## src/rtl/btn_repeat_ctrl_if.sv

```systemverilog
// Button/tick inputs and debounced pulse outputs of btn_repeat_ctrl.
// master: the side that supplies tick and button and consumes the pulses.
// slave:  the controller itself.
interface btn_repeat_ctrl_if;
  logic       tick_src;
  logic       btn_raw;
  logic       press_pulse;
  logic       release_pulse;
  logic       btn_held;
  logic [7:0] repeat_count;

  modport master (
    output tick_src, btn_raw,
    input  press_pulse, release_pulse, btn_held, repeat_count
  );

  modport slave (
    input  tick_src, btn_raw,
    output press_pulse, release_pulse, btn_held, repeat_count
  );
endinterface

```

## src/rtl/btn_repeat_ctrl.sv

```systemverilog
// Pushbutton debouncer with hold-to-auto-repeat.
// The divider's slow toggling signal is synchronised and edge-detected into a
// one-cycle sample tick. The FSM only advances on tick cycles, so all timing
// is counted in ticks. Everything runs on basys_clk.
module btn_repeat_ctrl #(
  parameter int DEBOUNCE_TICKS = 2,   // 2..15
  parameter int REPEAT_DELAY   = 10,  // 1..255
  parameter int REPEAT_RATE    = 2    // 1..255
) (
  input  logic                basys_clk,
  input  logic                reset_n,
  btn_repeat_ctrl_if.slave    io
);

  typedef enum logic [2:0] {
    IDLE,
    DEB_PRESS,
    HELD,
    REPEAT,
    DEB_RELEASE
  } state_t;

  localparam logic [3:0] DEB_TGT  = 4'(DEBOUNCE_TICKS);
  localparam logic [7:0] DLY_TGT  = 8'(REPEAT_DELAY);
  localparam logic [7:0] RATE_TGT = 8'(REPEAT_RATE);

  logic btn_s1, btn_s;
  logic tick_s1, tick_s2, tick_q;
  logic tick;

  state_t     state_q, state_nxt;
  logic [3:0] deb_cnt, deb_nxt;
  logic [7:0] timer, timer_nxt;
  logic [7:0] rep_cnt, rep_nxt;
  logic       press_q, press_nxt;
  logic       release_q, release_nxt;
  logic       held_q, held_nxt;

  logic [3:0] deb_inc;
  logic [7:0] timer_inc;
  logic [7:0] rep_inc;

  // Two-stage synchronisers for both asynchronous inputs, plus the tick
  // edge-detect register.
  // NOTE: non-blocking assignments make each stage sample the previous
  // stage's old value; blocking ones would collapse the chain into one flop.
  always_ff @(posedge basys_clk or negedge reset_n) begin
    if (!reset_n) begin
      btn_s1  <= 1'b0;
      btn_s   <= 1'b0;
      tick_s1 <= 1'b0;
      tick_s2 <= 1'b0;
      tick_q  <= 1'b0;
    end else begin
      btn_s1  <= io.btn_raw;
      btn_s   <= btn_s1;
      tick_s1 <= io.tick_src;
      tick_s2 <= tick_s1;
      tick_q  <= tick_s2;
    end
  end

  assign tick = tick_s2 & ~tick_q;

  assign deb_inc   = deb_cnt + 4'd1;
  assign timer_inc = timer + 8'd1;
  assign rep_inc   = (rep_cnt == 8'hFF) ? 8'hFF : rep_cnt + 8'd1;

  // Next-state and registered-output logic; only tick cycles change anything.
  // NOTE: every signal gets a default first so no path leaves one unassigned,
  // which would otherwise infer a latch.
  always_comb begin
    state_nxt   = state_q;
    deb_nxt     = deb_cnt;
    timer_nxt   = timer;
    rep_nxt     = rep_cnt;
    press_nxt   = 1'b0;
    release_nxt = 1'b0;

    if (tick) begin
      unique case (state_q)
        IDLE: begin
          if (btn_s) begin
            state_nxt = DEB_PRESS;
            deb_nxt   = 4'd1;
          end
        end
        DEB_PRESS: begin
          if (!btn_s) begin
            state_nxt = IDLE;
          end else if (deb_inc == DEB_TGT) begin
            state_nxt = HELD;
            press_nxt = 1'b1;
            timer_nxt = 8'd0;
            rep_nxt   = 8'd0;
          end else begin
            deb_nxt = deb_inc;
          end
        end
        HELD, REPEAT: begin
          if (!btn_s) begin
            state_nxt = DEB_RELEASE;
            deb_nxt   = 4'd1;
          end else if (timer_inc == ((state_q == HELD) ? DLY_TGT : RATE_TGT)) begin
            state_nxt = REPEAT;
            press_nxt = 1'b1;
            rep_nxt   = rep_inc;
            timer_nxt = 8'd0;
          end else begin
            timer_nxt = timer_inc;
          end
        end
        DEB_RELEASE: begin
          // A bounce back to pressed restarts the full initial delay.
          if (btn_s) begin
            state_nxt = HELD;
            timer_nxt = 8'd0;
          end else if (deb_inc == DEB_TGT) begin
            state_nxt   = IDLE;
            release_nxt = 1'b1;
          end else begin
            deb_nxt = deb_inc;
          end
        end
        default: state_nxt = IDLE;
      endcase
    end

    held_nxt = (state_nxt == HELD) || (state_nxt == REPEAT) ||
               (state_nxt == DEB_RELEASE);
  end

  // FSM state, counters and registered outputs.
  always_ff @(posedge basys_clk or negedge reset_n) begin
    if (!reset_n) begin
      state_q   <= IDLE;
      deb_cnt   <= 4'd0;
      timer     <= 8'd0;
      rep_cnt   <= 8'd0;
      press_q   <= 1'b0;
      release_q <= 1'b0;
      held_q    <= 1'b0;
    end else begin
      state_q   <= state_nxt;
      deb_cnt   <= deb_nxt;
      timer     <= timer_nxt;
      rep_cnt   <= rep_nxt;
      press_q   <= press_nxt;
      release_q <= release_nxt;
      held_q    <= held_nxt;
    end
  end

  assign io.press_pulse   = press_q;
  assign io.release_pulse = release_q;
  assign io.btn_held      = held_q;
  assign io.repeat_count  = rep_cnt;

endmodule
```

## src/flat_wrapper.sv

```systemverilog
// flat-port wrapper written by rule: the top's interface ports become plain ports
module btn_repeat_ctrl_flat 
#(
  parameter int DEBOUNCE_TICKS = 2,           
  parameter int REPEAT_DELAY   = 10,           
  parameter int REPEAT_RATE    = 2             
)
  (basys_clk, reset_n, io_tick_src, io_btn_raw, io_press_pulse, io_release_pulse, io_btn_held, io_repeat_count);
  btn_repeat_ctrl_if io_i ();
  input  logic basys_clk;
  input  logic reset_n;
  input wire logic [$bits(io_i.tick_src)-1:0] io_tick_src;
  input wire logic [$bits(io_i.btn_raw)-1:0] io_btn_raw;
  output wire logic [$bits(io_i.press_pulse)-1:0] io_press_pulse;
  output wire logic [$bits(io_i.release_pulse)-1:0] io_release_pulse;
  output wire logic [$bits(io_i.btn_held)-1:0] io_btn_held;
  output wire logic [$bits(io_i.repeat_count)-1:0] io_repeat_count;
  assign io_i.tick_src = io_tick_src;
  assign io_i.btn_raw = io_btn_raw;
  assign io_press_pulse = io_i.press_pulse;
  assign io_release_pulse = io_i.release_pulse;
  assign io_btn_held = io_i.btn_held;
  assign io_repeat_count = io_i.repeat_count;
  btn_repeat_ctrl #(.DEBOUNCE_TICKS(DEBOUNCE_TICKS), .REPEAT_DELAY(REPEAT_DELAY), .REPEAT_RATE(REPEAT_RATE)) u_core (.basys_clk(basys_clk), .reset_n(reset_n), .io(io_i));
endmodule
```

## config.mk

```make
export PLATFORM = sky130hd
export DESIGN_NAME = btn_repeat_ctrl_flat
export DESIGN_NICKNAME = d
export VERILOG_FILES = /design/src/rtl/btn_repeat_ctrl_if.sv /design/src/rtl/btn_repeat_ctrl.sv /design/src/flat_wrapper.sv
export SDC_FILE = /design/constraint.sdc
export NUM_CORES = 1
export LEC_CHECK = 0
export CAP_MARGIN = 20
export CORE_AREA = 5 5 70 72
export DETAILED_ROUTE_END_ITERATION = 6
export DIE_AREA = 0 0 75 77
export HOLD_SLACK_MARGIN = 0.1
export SETUP_SLACK_MARGIN = 0.4
export SLEW_MARGIN = 15
export SYNTH_ARGS = -nofsm -noshare
export SYNTH_HDL_FRONTEND = slang
export SYNTH_SLANG_ARGS = --single-unit
```

## constraint.sdc

```tcl
create_clock -name basys_clk -period 3.4 [get_ports basys_clk]
set_clock_uncertainty 0.15 [all_clocks]
set_input_delay 0.85 -clock basys_clk [delete_from_list [all_inputs] [get_ports basys_clk]]
set_output_delay 0.85 -clock basys_clk [all_outputs]
set_load 0.02 [all_outputs]
```

==> impl_metrics.csv, run 1 <==
group,metric,value,unit
outcome,run_status,"finished clean",
clock_network,clock_sinks,31,
synthesis,yosysMostFrequentCell,"dfrtp_1",
pwr,internal_power,0.757,mW
pwr,p_seq_share,39.8,%
placed_design,portBuffers,14,
die,die_area,5780,um^2
pwr,p_sw,0.502,mW
timing,timing.fmax,358,MHz
worst_setup_path,crit_start,"u_core.deb_cnt[0]",
die,io_pins,15,
global_route,antenna_found_initial,0,
pwr,p_sw_share,39.9,%
timing,worst_slew_pin_slew,0.680,ns
worst_hold_path,min_delay_path_depth,0,
timing,finalCritPeriodShare,82.1,%
placed_design,place_area,1970,um^2
synthesis,postSynthAreaPerCell,9.62,um^2
global_route,grtUsageTotal,15.0,%
detailed_routing,avgViaCountPerCell,5.93,
timing,slew_viol_final,0,
layout,syn_to_final_growth,13.6,%
worst_setup_path,critPathMaxFanout,13,
clock_network,clkSlewWorstSetupHoldPaths,0.07,ns
pwr,leakage,0.857,nW
clock_network,cts_hold_buffers,0,
detailed_routing,drtIter0Drc,115,
worst_setup_path,criticalPathCategory,"reg2reg",
synthesis,syn_inst,188,
global_route,grt_pass1_wl,6830,um
timing,final.setup.tns,0,ns
synthesis,synth_area,1810,um^2
worst_hold_path,hold_class,"reg2reg",
detailed_routing,routed_wl,3890,um
worst_setup_path,cp-end-kind,"flip-flop",
layout,fin_nets,210,
pwr,ir_drop,0.358,mV
worst_setup_path,crit_slowest_cell,"nor4_4",
placed_design,place.gp.congestion,0.853,
clock_network,cts_max_level,2,
die,die_y,77,um
pwr,power_density,613,nW/um^2
die,start_util,42.7,%
synthesis,synth_area_leaders,"dfrtp_1, o21ai_0, nand2_1",
synthesis,async_flop_share,100,%
layout,drive_above_1_share,11.9,%
layout,num_antenna_cells,0,
pwr,p_total,1.26,mW
clock_network,clk_path_buf_depth,2,
pwr,p_comb_share,36.6,%
synthesis,synthTopCellsByCount,"dfrtp_1, nand2_1, nor2_1, o21ai_0, a21oi_1",
synthesis,synth_seq_area_share,42.9,%
detailed_routing,drc,0,
synthesis,synth_top_area_cell,"dfrtp_1",
synthesis,yosysWarnings,0,
timing,min_period,2.79,ns
synthesis,synth_top_area_share,42.9,%
detailed_routing,avgRoutedWirePerCell,15.4,um
worst_setup_path,cp_data_arrival_time,2.84,ns
die,coreArea,4230,um^2
worst_setup_path,reg2regPathDepth,7,
global_route,grt_max_degree,32,
worst_setup_path,r2r_start,"u_core.deb_cnt[0]",
clock_network,cts_tree,"done",
detailed_routing,vias,1501,
worst_setup_path,cp-start-kind,"flip-flop",
worst_setup_path,crit_path_max_incr_delay,0.66,ns
die,die_w,75,um
detailed_routing,antenna_left,0,
placed_design,dpl.hpwl,2740,um
worst_hold_path,min_from,"u_core.btn_s1",
global_route,grt_pass1_vias,1450,
global_route,overflow,0,
timing,rsz0062_at_grt,"false",
synthesis,yosysUniqueCellTypes,54,
die,num_rows,24,
synthesis,synth_edf_count,0,
timing,setup_violations,0,
timing,final_hold_viol_count,0,
clock_network,worstSkewPairLatency,0.29,ns
layout,final_area,2050,um^2
job,cap_violations,0,
worst_setup_path,required,3.45,ns
synthesis,ys_ff_latch,31,
worst_setup_path,cp_cell_sequence,"ha_1 -> or3_1 -> o31ai_1 -> a21oi_1 -> nor4_4 -> a41oi_1 -> a311oi_1",
pwr,p_clk_share,23.5,%
timing,max_slew_margin,54.4,%
detailed_routing,first_pass_iters,4,
clock_network,cts_made_buffers,5,
clock_network,cts-root-buf,"clkbuf_8",
synthesis,ys.flop_type,"dfrtp_1",
synthesis,syn_nets,197,
==> cells in the final DEF (no fill, tap or decap), types with 6 or more instances in the layout <==
| cell | n |
|---|---|
| clkdlybuf4s50_1 | 14 |
| a21oi_1 | 12 |
| nand3_1 | 6 |
| nor2_1 | 15 |
| nand2_1 | 17 |
| o21ai_0 | 14 |
| nor3_1 | 6 |
| dfrtp_1 | 31 |
| inv_1 | 6 |
| clkbuf_8 | 6 |
==> per-stage QoR <==
stage	util (%)	hold slack, ns	setup WS (ns)	instances
after CTS	48.5	0.205	0.570	253
after global placement	46.5	0.188	0.669	246
after global routing	48.5	0.225	0.407	253
after detailed placement	46.5	0.190	0.574	246
after floorplan	-	0.181	0.967	188
final	48.5	0.200	0.609	253
==> path summary, 6_finish.rpt <==
path | slack (ns) | end
hold / removal | 0.20 | u_core.btn_s
hold reg to reg | 0.20 | u_core.btn_s
setup reg to reg | 0.61 | u_core.io.repeat_count[4]
setup / recovery | 0.61 | u_core.io.repeat_count[4]
max in group asynchronous | 2.00 | u_core.tick_q
min in group asynchronous | 0.81 | u_core.io.press_pulse
==> timing repair <==
action / CTS / global route
hold endpoints to repair: 0 / 0
gates resized for setup: 0 / 0
setup buffers: 0 / 0
setup endpoints to repair: 0 / 1
==> worst max-delay path: cells and delay by family, from the launching register on <==
kind | cells | cell delay, ns
simple gates | 2 | 1.05
flops | 1 | 0.45
fa+ha+maj | 1 | 0.25
compound gates | 4 | 0.81
==> cell type report <==
class / instances / area [um^2]
fill: 400 / 2180
multi-input combinational: 140 / 941
sequential: 31 / 776
timing repair buffer: 17 / 163
clock buffer: 6 / 82.6
tap: 52 / 65.1
inverter: 6 / 22.5
clock inverter: 1 / 5.00
==> flip-flops by register name (all words and copies together) (netlist names) <==
| signal | flops |
|---|---|
| u_core.io.press_pulse | 1 |
| u_core.btn_s1 | 1 |
| u_core.deb_cnt | 4 |
| u_core.timer | 8 |
| u_core.btn_s | 1 |
| u_core.io.btn_held | 1 |
| u_core.io.release_pulse | 1 |
| u_core.state_q | 3 |
| u_core.tick_q | 1 |
| u_core.tick_s1 | 1 |
| u_core.tick_s2 | 1 |
| u_core.io.repeat_count | 8 |
==> power by group through the flow <==
stage / combinational [mW] / sequential [mW] / clock [mW]
after floorplan: 0.383 / 0.473 / 0
after global routing: 0.527 / 0.515 / 0.315
after CTS: 0.466 / 0.501 / 0.300
after detailed placement: 0.460 / 0.508 / 0
after global placement: 0.448 / 0.503 / 0
final: 0.461 / 0.501 / 0.296
==> cell families after synthesis <==
group / synth area share, %
AND/OR/NAND/NOR: 22.0
adder cells (fa/ha/maj): 3.46
AO/OA/AOI/OAI: 23.9
XOR/XNOR: 2.70
flip-flops: 42.9
buffers and inverters: 5.12
==> metal layers <==
| layer | global-route usage, % | up-vias | part of all wire [%] |
|---|---|---|---|
| li1 | - | 736 | - |
| met1 | 20.3 | 730 | 47 |
| met2 | 23.0 | 29 | 47 |
| met3 | 3.53 | 6 | 4.7 |
| met4 | 5.34 | 0 | 1.5 |
| met5 | 0 | - | 0 |
No activity file was read; power rests on OpenSTA's default activity.
==> inputs of run 2 (changes only) <==
Clock period 3.4 ns to 2.8 ns, I/O delays scaled along.
==> run 2 against run 1 <==
Effect of this change: final area increased by 9.6%; cell count up 5.1%; worst setup slack worse by 0.24 ns.
==> impl_metrics.csv, run 2 (synthesis results as in run 1) <==
group,metric,value,unit
timing,rsz0062_at_grt,"true",
timing,final_hold_viol_count,0,
pwr,leakage,0.945,nW
timing,slew_viol_final,0,
clock_network,cts_made_buffers,5,
worst_setup_path,critPathMaxFanout,6,
global_route,grt_pass1_wl,7270,um
timing,min_period,2.43,ns
detailed_routing,avgRoutedWirePerCell,16.4,um
layout,seq_area,778,um^2
worst_setup_path,criticalPathCategory,"reg2reg",
placed_design,placedCellCount,251,
worst_setup_path,crit_path_max_incr_delay,0.52,ns
detailed_routing,antenna_left,0,
global_route,grt_max_degree,32,
worst_setup_path,cp-end-kind,"flip-flop",
detailed_routing,vias,1605,
pwr,ir_drop,0.501,mV
timing,finalCritPeriodShare,86.8,%
layout,syn_to_final_growth,24.5,%
worst_setup_path,required,2.81,ns
outcome,run_status,"finished clean",
timing,setup_violations,0,
clock_network,cts_max_level,2,
placed_design,dpl.hpwl,2930,um
layout,final_common_cell,"dfrtp_1",
clock_network,clock_sinks,31,
clock_network,cts-root-buf,"clkbuf_8",
detailed_routing,avgViaCountPerCell,6.03,
global_route,overflow,0,
worst_setup_path,cp_cell_sequence,"ha_4 -> or4_4 -> o41ai_4 -> a21oi_2 -> nor4_4 -> buf_6 -> and4bb_2 -> a211oi_2",
layout,fin_nets,223,
die,num_rows,24,
die,die_area,5780,um^2
die,io_pins,15,
layout,fillers,352,
global_route,grtUsageTotal,16.0,%
die,die_w,75,um
clock_network,clkSlewWorstSetupHoldPaths,0.06,ns
timing,final.setup.tns,0,ns
layout,fin_cells,266,
layout,multiInputGateArea,1030,um^2
clock_network,cts_tree,"done",
pwr,power_density,723,nW/um^2
die,coreArea,4230,um^2
die,die_y,77,um
detailed_routing,drc,0,
worst_setup_path,cp-start-kind,"flip-flop",
layout,final_cell_mix,"dfrtp_1, nand2_1, o21ai_0, nor2_1, clkdlybuf4s50_1",
detailed_routing,drtIter0Drc,93,
timing,hold-worst-slack,0.201,ns
job,cap_violations,0,
worst_setup_path,crit_slowest_cell,"or4_4",
detailed_routing,first_pass_iters,4,
layout,num_antenna_cells,0,
layout,drive_above_1_share,24.3,%
timing,worst_slew_pin_slew,0.459,ns
worst_hold_path,hold_class,"reg2reg",
worst_setup_path,cp_data_arrival_time,2.44,ns
placed_design,place.gp.congestion,0.943,
timing,max_slew_margin,69.2,%
clock_network,clk_path_buf_depth,2,
global_route,grt_pass1_vias,1557,
placed_design,portBuffers,14,
timing,timing.fmax,411,MHz
layout,finish.utilization,53.2,%
clock_network,worstSkewPairLatency,0.28,ns
detailed_routing,routed_wl,4360,um
clock_network,cts_hold_buffers,0,
die,start_util,42.7,%
global_route,antenna_found_initial,0,
-- run 2: power breakdown --
| group | switching [mW] | total, mW | internal (mW) |
|---|---|---|---|
| logic | 0.404 | 0.680 | 0.275 |
| registers | 0.0845 | 0.595 | 0.511 |
| clock network | 0.160 | 0.353 | 0.192 |
-- run 2: through the flow --
stage / setup WS (ns) / instance area [um^2] / total power, mW
CTS: 0.382 / 2130 / 1.60
global placement: 0.362 / 2010 / 1.19
detailed placement: 0.287 / 2010 / 1.22
global route: 0.290 / 2250 / 1.75
finish: 0.370 / 2250 / 1.63
floorplan: 0.473 / 1810 / 1.04
-- run 2: worst paths after layout --
check / from / slack, ns / cells past startpoint / endpoint
setup / recovery: u_core.timer[0] / 0.37 / 8 / u_core.io.repeat_count[7]
hold / removal: u_core.btn_s1 / 0.20 / 0 / u_core.btn_s
setup reg to reg: u_core.timer[0] / 0.37 / 8 / u_core.io.repeat_count[7]
hold reg to reg: u_core.btn_s1 / 0.20 / 0 / u_core.btn_s
max in group asynchronous: reset_n / 1.53 / 2 / u_core.deb_cnt[0]
min in group asynchronous: reset_n / 0.66 / 2 / u_core.timer[5]
-- run 2: repair_timing --
| action | CTS | global route |
|---|---|---|
| gates cloned | 0 | 1 |
| setup buffers | 3 | 4 |
| pin swaps | 0 | 11 |
| gates resized for setup | 5 | 16 |
| endpoints found under the setup margin | 7 | 9 |
-- run 2: per-layer routing --
metal,global-route usage (%),vias up,routed length (um)
met1,20.8,787,1950
li1,-,766,-
met4,7.83,0,112
met3,3.14,14,135
met5,0,-,0
met2,25.1,38,2160
-- run 2: worst max-delay path, delay by kind of cell (launching register included) --
family	cells	cell delay, ns
AO/OA/AOI/OAI	3	0.25
adder cells (fa/ha/maj)	1	0.19
buffers and inverters	1	0.18
flip-flops	1	0.45
AND/OR/NAND/NOR	3	1.09
-- run 2: cell type report --
type                       instances  share of cell area [%]
timing repair buffer              30                    12.1
multi-input combinational        140                    45.6
inverter                           6                    1.00
clock inverter                     1                   0.222
tap                               52                    2.89
sequential                        31                    34.6
clock buffer                       6                    3.67
